--- config.mk ---
export PLATFORM = sky130hd
export DESIGN_NAME = wb_port_arbiter
export DESIGN_NICKNAME = d
export VERILOG_FILES = /design/src/rtl/wb_arb_pkg.sv /design/src/rtl/wb_grant_fsm.sv /design/src/rtl/wb_port_arbiter.sv
export SDC_FILE = /design/constraint.sdc
export NUM_CORES = 1
export LEC_CHECK = 0
export ABC_AREA = 1
export CORE_AREA = 2 2 62 93
export CTS_BUF_LIST = sky130_fd_sc_hd__clkbuf_4 sky130_fd_sc_hd__clkbuf_8
export DETAILED_ROUTE_END_ITERATION = 12
export DIE_AREA = 0 0 64 95
export GPL_ROUTABILITY_DRIVEN = 0
export GPL_TIMING_DRIVEN = 0
export PLACE_DENSITY = 0.81
export REMOVE_ABC_BUFFERS = 1
export SLEW_MARGIN = 5
export SYNTH_ARGS = -nofsm -noshare
export SYNTH_HDL_FRONTEND = slang
export SYNTH_SLANG_ARGS = --single-unit
--- constraint.sdc ---
create_clock -name clk -period 1.8 [get_ports clk]
set_input_delay 0.36 -clock clk [delete_from_list [all_inputs] [get_ports clk]]
set_output_delay 0.36 -clock clk [all_outputs]
set_load 0.02 [all_outputs]
--- src/rtl/wb_arb_pkg.sv ---
// Shared types and constants for the register-file writeback port arbiter.
// The stall counters in wb_port_arbiter are enabled by defining ARB_STALL_CNT_EN.
package wb_arb_pkg;

    localparam int unsigned DATA_W_DEF = 32;
    localparam int unsigned ADDR_W_DEF = 5;
    localparam int unsigned CNT_W_DEF  = 16;

    localparam logic SRC_ALU = 1'b0;
    localparam logic SRC_MEM = 1'b1;

    typedef enum logic [1:0] {
        IDLE = 2'd0,
        OWN0 = 2'd1,
        OWN1 = 2'd2
    } arb_state_t;

endpackage

--- src/rtl/wb_grant_fsm.sv ---
// Round-robin grant FSM with lock ownership; produces the per-requester
// ready signals.
module wb_grant_fsm
    import wb_arb_pkg::*;
(
    input  logic clk,
    input  logic reset,
    input  logic req0_valid,
    input  logic req0_lock,
    input  logic req1_valid,
    input  logic req1_lock,
    input  logic wb_stall,
    output logic req0_ready,
    output logic req1_ready
);

    arb_state_t state, state_nx;
    logic       last_grant, last_grant_nx;
    logic       grant0, grant1;

    always_ff @(posedge clk) begin
        if (reset) begin
            state      <= IDLE;
            last_grant <= 1'b1;
        end else begin
            state      <= state_nx;
            last_grant <= last_grant_nx;
        end
    end

    always_comb begin
        grant0        = 1'b0;
        grant1        = 1'b0;
        state_nx      = state;
        last_grant_nx = last_grant;

        // On contention in IDLE the requester not served last wins.
        unique case (state)
            IDLE: begin
                grant0 = req0_valid && (!req1_valid || last_grant);
                grant1 = req1_valid && (!req0_valid || !last_grant);
            end
            OWN0:    grant0 = req0_valid;
            OWN1:    grant1 = req1_valid;
            default: ;
        endcase

        req0_ready = grant0 && !wb_stall;
        req1_ready = grant1 && !wb_stall;

        if (req0_ready) begin
            last_grant_nx = 1'b0;
            state_nx      = req0_lock ? OWN0 : IDLE;
        end else if (req1_ready) begin
            last_grant_nx = 1'b1;
            state_nx      = req1_lock ? OWN1 : IDLE;
        end
    end

endmodule

--- src/rtl/wb_port_arbiter.sv ---
// Two-source writeback arbiter (ALU, memory) feeding one register-file
// write port through a registered output stage. Optional: ARB_STALL_CNT_EN.
module wb_port_arbiter
    import wb_arb_pkg::*;
#(
    parameter int unsigned DATA_W = DATA_W_DEF,
`ifdef ARB_STALL_CNT_EN
    parameter int unsigned CNT_W  = CNT_W_DEF,
`endif
    parameter int unsigned ADDR_W = ADDR_W_DEF
) (
    input  logic              clk,
    input  logic              reset,
    input  logic              req0_valid,
    input  logic              req0_lock,
    input  logic [ADDR_W-1:0] req0_addr,
    input  logic [DATA_W-1:0] req0_data,
    output logic              req0_ready,
    input  logic              req1_valid,
    input  logic              req1_lock,
    input  logic [ADDR_W-1:0] req1_addr,
    input  logic [DATA_W-1:0] req1_data,
    output logic              req1_ready,
    input  logic              wb_stall,
    output logic              wr_en,
    output logic [ADDR_W-1:0] wr_addr,
    output logic [DATA_W-1:0] wr_data,
`ifdef ARB_STALL_CNT_EN
    output logic [CNT_W-1:0]  stall_cnt0,
    output logic [CNT_W-1:0]  stall_cnt1,
`endif
    output logic              wr_src
);

    logic              accept;
    logic              sel;
    logic [ADDR_W-1:0] sel_addr;
    logic [DATA_W-1:0] sel_data;

    wb_grant_fsm u_fsm (
        .clk        (clk),
        .reset      (reset),
        .req0_valid (req0_valid),
        .req0_lock  (req0_lock),
        .req1_valid (req1_valid),
        .req1_lock  (req1_lock),
        .wb_stall   (wb_stall),
        .req0_ready (req0_ready),
        .req1_ready (req1_ready)
    );

    always_comb begin
        accept   = req0_ready || req1_ready;
        sel      = req1_ready;
        sel_addr = sel ? req1_addr : req0_addr;
        sel_data = sel ? req1_data : req0_data;
    end

    // During a stall the whole output stage, wr_en included, is frozen.
    always_ff @(posedge clk) begin
        if (reset) begin
            wr_en   <= 1'b0;
            wr_addr <= '0;
            wr_data <= '0;
            wr_src  <= SRC_ALU;
        end else if (!wb_stall) begin
            wr_en <= accept && (sel_addr != '0);
            if (accept) begin
                wr_addr <= sel_addr;
                wr_data <= sel_data;
                wr_src  <= sel ? SRC_MEM : SRC_ALU;
            end
        end
    end

`ifdef ARB_STALL_CNT_EN
    always_ff @(posedge clk) begin
        if (reset) begin
            stall_cnt0 <= '0;
            stall_cnt1 <= '0;
        end else begin
            if (req0_valid && !req0_ready && stall_cnt0 != '1)
                stall_cnt0 <= stall_cnt0 + 1'b1;
            if (req1_valid && !req1_ready && stall_cnt1 != '1)
                stall_cnt1 <= stall_cnt1 + 1'b1;
        end
    end
`endif

endmodule

==> flow_metrics.env <==
export IMPL_outcome="finished, final reports clean"
export IMPL_cpPeakStageDelay_ns=0.32
export IMPL_rr_endpoint="wr_en"
export IMPL_post_drt_wl_per_cell_um=14.12
export IMPL_setup_viol=0
export IMPL_crit_type="reg -> out"
export IMPL_wl_um=6790
export IMPL_insertion_delay_ns=0.28
export IMPL_antenna_found_initial=0
export IMPL_hold_path_cell_count=3
export IMPL_syn_area_um2=1951
export IMPL_hold_path_class="in -> reg"
export IMPL_hold_viol=0
export IMPL_arrival_ns=1.29
export IMPL_grt_pass1_wl_um=10810
export IMPL_cts_clk_slew_worst_paths_ns=0.08
export IMPL_drv_cap=0
export IMPL_slew_headroom_pct=51.77
export IMPL_ir_worst_vdd_v=0.0004779
export IMPL_grt_pass1_vias=2294
export IMPL_tightest_slew_ns=0.7234
export IMPL_grt_use_total_pct=22.68
export IMPL_grt_busiest_layer="met2"
export IMPL_synthDistinctLibCells=22
export IMPL_chipWidth_um=64
export IMPL_fin_setup_tns_ns=0
export IMPL_synth_area_leader_cell="dfxtp_1"
export IMPL_ios=122
export IMPL_synthFlopType="dfxtp_1"
export IMPL_use_met2_pct=43.58
export IMPL_via_per_inst=4.840
export IMPL_crit_buf_inv=3
export IMPL_slew_viol_final=0
export IMPL_netlist_top_cells_count="67 x nor2_1, 49 x nand2_1, 42 x dfxtp_1, 41 x a21oi_1, 31 x o21ai_0"
export IMPL_met3_usage_pct=4.172
export IMPL_met1_usage_pct=25.18
export IMPL_syn_to_final_growth_pct=77.61
export IMPL_synth_seq_cells=42
export IMPL_hold_path_startpoint="wb_stall"
export IMPL_drt_iter0_drc=119
export IMPL_cp_top_family="simple AND/OR/NAND/NOR gates"
export IMPL_netlist_instances=280
export IMPL_layout_drive_gt1_share_pct=9.489
export IMPL_fin_ws_ns=0.1533
export IMPL_cts_num_sinks=42
export IMPL_synth_edf_count=0
export IMPL_num_rows=33
export IMPL_post_dp_hpwl_um=3787
export IMPL_finalCritPeriodShare_pct=91.48
export IMPL_synthArstFlopShare_pct=0
export IMPL_numPortBuffers=121
export IMPL_seq_area_frac_synth_pct=43.10
export IMPL_drc=0
export IMPL_cts_buffers=5
export IMPL_core_area_um2=5326
export IMPL_period_needed_ns=1.647
export IMPL_regToRegSetupSlack_ns=0.19
export IMPL_synth_top_area_share_pct=43.10
export IMPL_diodes=0
export IMPL_die_area_um2=6080
export IMPL_cts_tree="yes"
export IMPL_r2r_cells=8
export IMPL_powerDensity_nw_per_um2=711.9
export IMPL_worstReg2RegStart="u_fsm.last_grant"
export IMPL_fill_cells=484
export IMPL_skew_ns=0.002423
export IMPL_dieHeight_um=95
export IMPL_grt_overflow=0
export IMPL_pre_cts_ws_ns=-1.143
export IMPL_ant_nets=0
export IMPL_p_leak_nw=1.371
export IMPL_path_max_fanout=20
export IMPL_crit_path_cell_trace="inv_1 -> nand2_2 -> nor2_4 -> nand2_8 -> inv_16 -> buf_8"
export IMPL_root_buffer="clkbuf_8"
export IMPL_final_cells=481
export IMPL_grt_start_max_net_pins=38
export IMPL_cts_max_level=2
export IMPL_fmax_ghz=0.6073
export IMPL_start_util_pct=36.62
export IMPL_ys_warn_count=0
export IMPL_dpl_cell_count=453
export IMPL_rsz0062_at_grt="false"
export IMPL_drtPass1Iterations=4
export IMPL_yosysMostFrequentCell="nor2_1"
export IMPL_end_kind="output pin"
export IMPL_hold_buffers=0
export IMPL_cpMaxStageDelayCell="dfxtp_1"
export IMPL_finish_net_count=491
export IMPL_vias=2328
export IMPL_critPathLaunchType="register"
export IMPL_worstPathRequired_ns=1.44
export IMPL_hold_end="wr_en"
export IMPL_syn_area_per_cell_um2=6.967
export IMPL_clock_path_buffers=2
export IMPL_synth_area_leaders="dfxtp_1 43%, nor2_1 13%, a21oi_1 11%"
## state kept, by name, indices dropped and copies added (netlist names)
name,flops
wr_en,1
wr_data,32
wr_addr,5
wr_src,1
u_fsm.state,2
u_fsm.last_grant,1
## metal layers
metal | vias up | wire, um
met2 | 79 | 3610
li1 | 1171 | -
met5 | - | 0
met4 | 0 | 73
met3 | 7 | 352
met1 | 1071 | 2753
## kinds of logic (layout without fill, tap and decap cells)
logic type / Yosys count / in the layout / synth area share (%)
compound gates: 81 / 81 / 20.91
buf+inv: 30 / 156 / 8.531
flops: 42 / 42 / 43.10
simple gates: 127 / 132 / 27.45
## how the worst max path moves through the flow
stage                     cells after the start  slack (ns)      startpoint    endpoint
after floorplan                               7       -0.09      req0_valid  wr_addr[4]
after global placement                        8       -1.13      req0_valid  wr_addr[0]
after detailed placement                      8       -1.14      req0_valid  wr_addr[4]
after CTS                                     5        0.02        wb_stall  req0_ready
after global routing                          6        0.08  u_fsm.state[0]  req1_ready
final                                         6        0.15  u_fsm.state[0]  req1_ready
## cell type report
| cell class | count | area [um2] | share of cell area [%] |
|---|---|---|---|
| Clock buffer | 7 | 90.09 | 2.600 |
| Clock inverter | 1 | 5.005 | 0.1445 |
| Inverter | 12 | 61.31 | 1.770 |
| Multi-Input combinational cell | 213 | 1016 | 29.32 |
| Sequential cell | 42 | 840.8 | 24.27 |
| Tap cell | 70 | 87.58 | 2.528 |
| Timing Repair Buffer | 135 | 1355 | 39.11 |
| Timing Repair inverter | 1 | 8.758 | 0.2528 |
## report_power, final
part	leakage [nW]	switching [mW]	internal [mW]	total, mW
logic	0.974	0.377	0.412	0.789
clock network	0.0517	0.312	0.325	0.637
registers	0.345	0.0377	1.00	1.04
## tightest hold or removal path: stages
cell and delay, ns:
dlymetal6s2s_1 0.17, nand2_1 0.08, a21oi_1 0.06
## stage by stage
step	hold slack [ns]	power [mW]	util, %	cell area [um2]
6_report	0.4326	2.467	65.05	3465
2_1_floorplan	0.4291	1.360	-	1834
5_1_grt	0.4378	2.594	65.05	3465
4_1_cts	0.4674	2.451	63.40	3377
3_3_place_gp	0.4436	1.732	58.82	3133
3_5_place_dp	0.4568	1.740	58.73	3128
## cell usage in the layout (no fill, tap or decap), types with 2 or more instances in the layout
cell type and instances:
clkdlybuf4s50_1 115, nor2_1 67, nand2_1 49, dfxtp_1 42, a21oi_1 41, o21ai_0 30, buf_4 11, inv_1 10
o21ai_1 9, clkbuf_8 6, nor2_4 5, nand3_1 3, buf_12 3, nand3b_1 2, nand2_4 2, dlygate4sd2_1 2
## timing repair
action | CTS | global route
setup buffers | 6 | 8
endpoints found under the setup margin | 42 | 41
cloned | 6 | 0
gates resized for setup | 19 | 1
pin swaps | 8 | 3
Note: power is estimated with default switching activity, not from simulation.
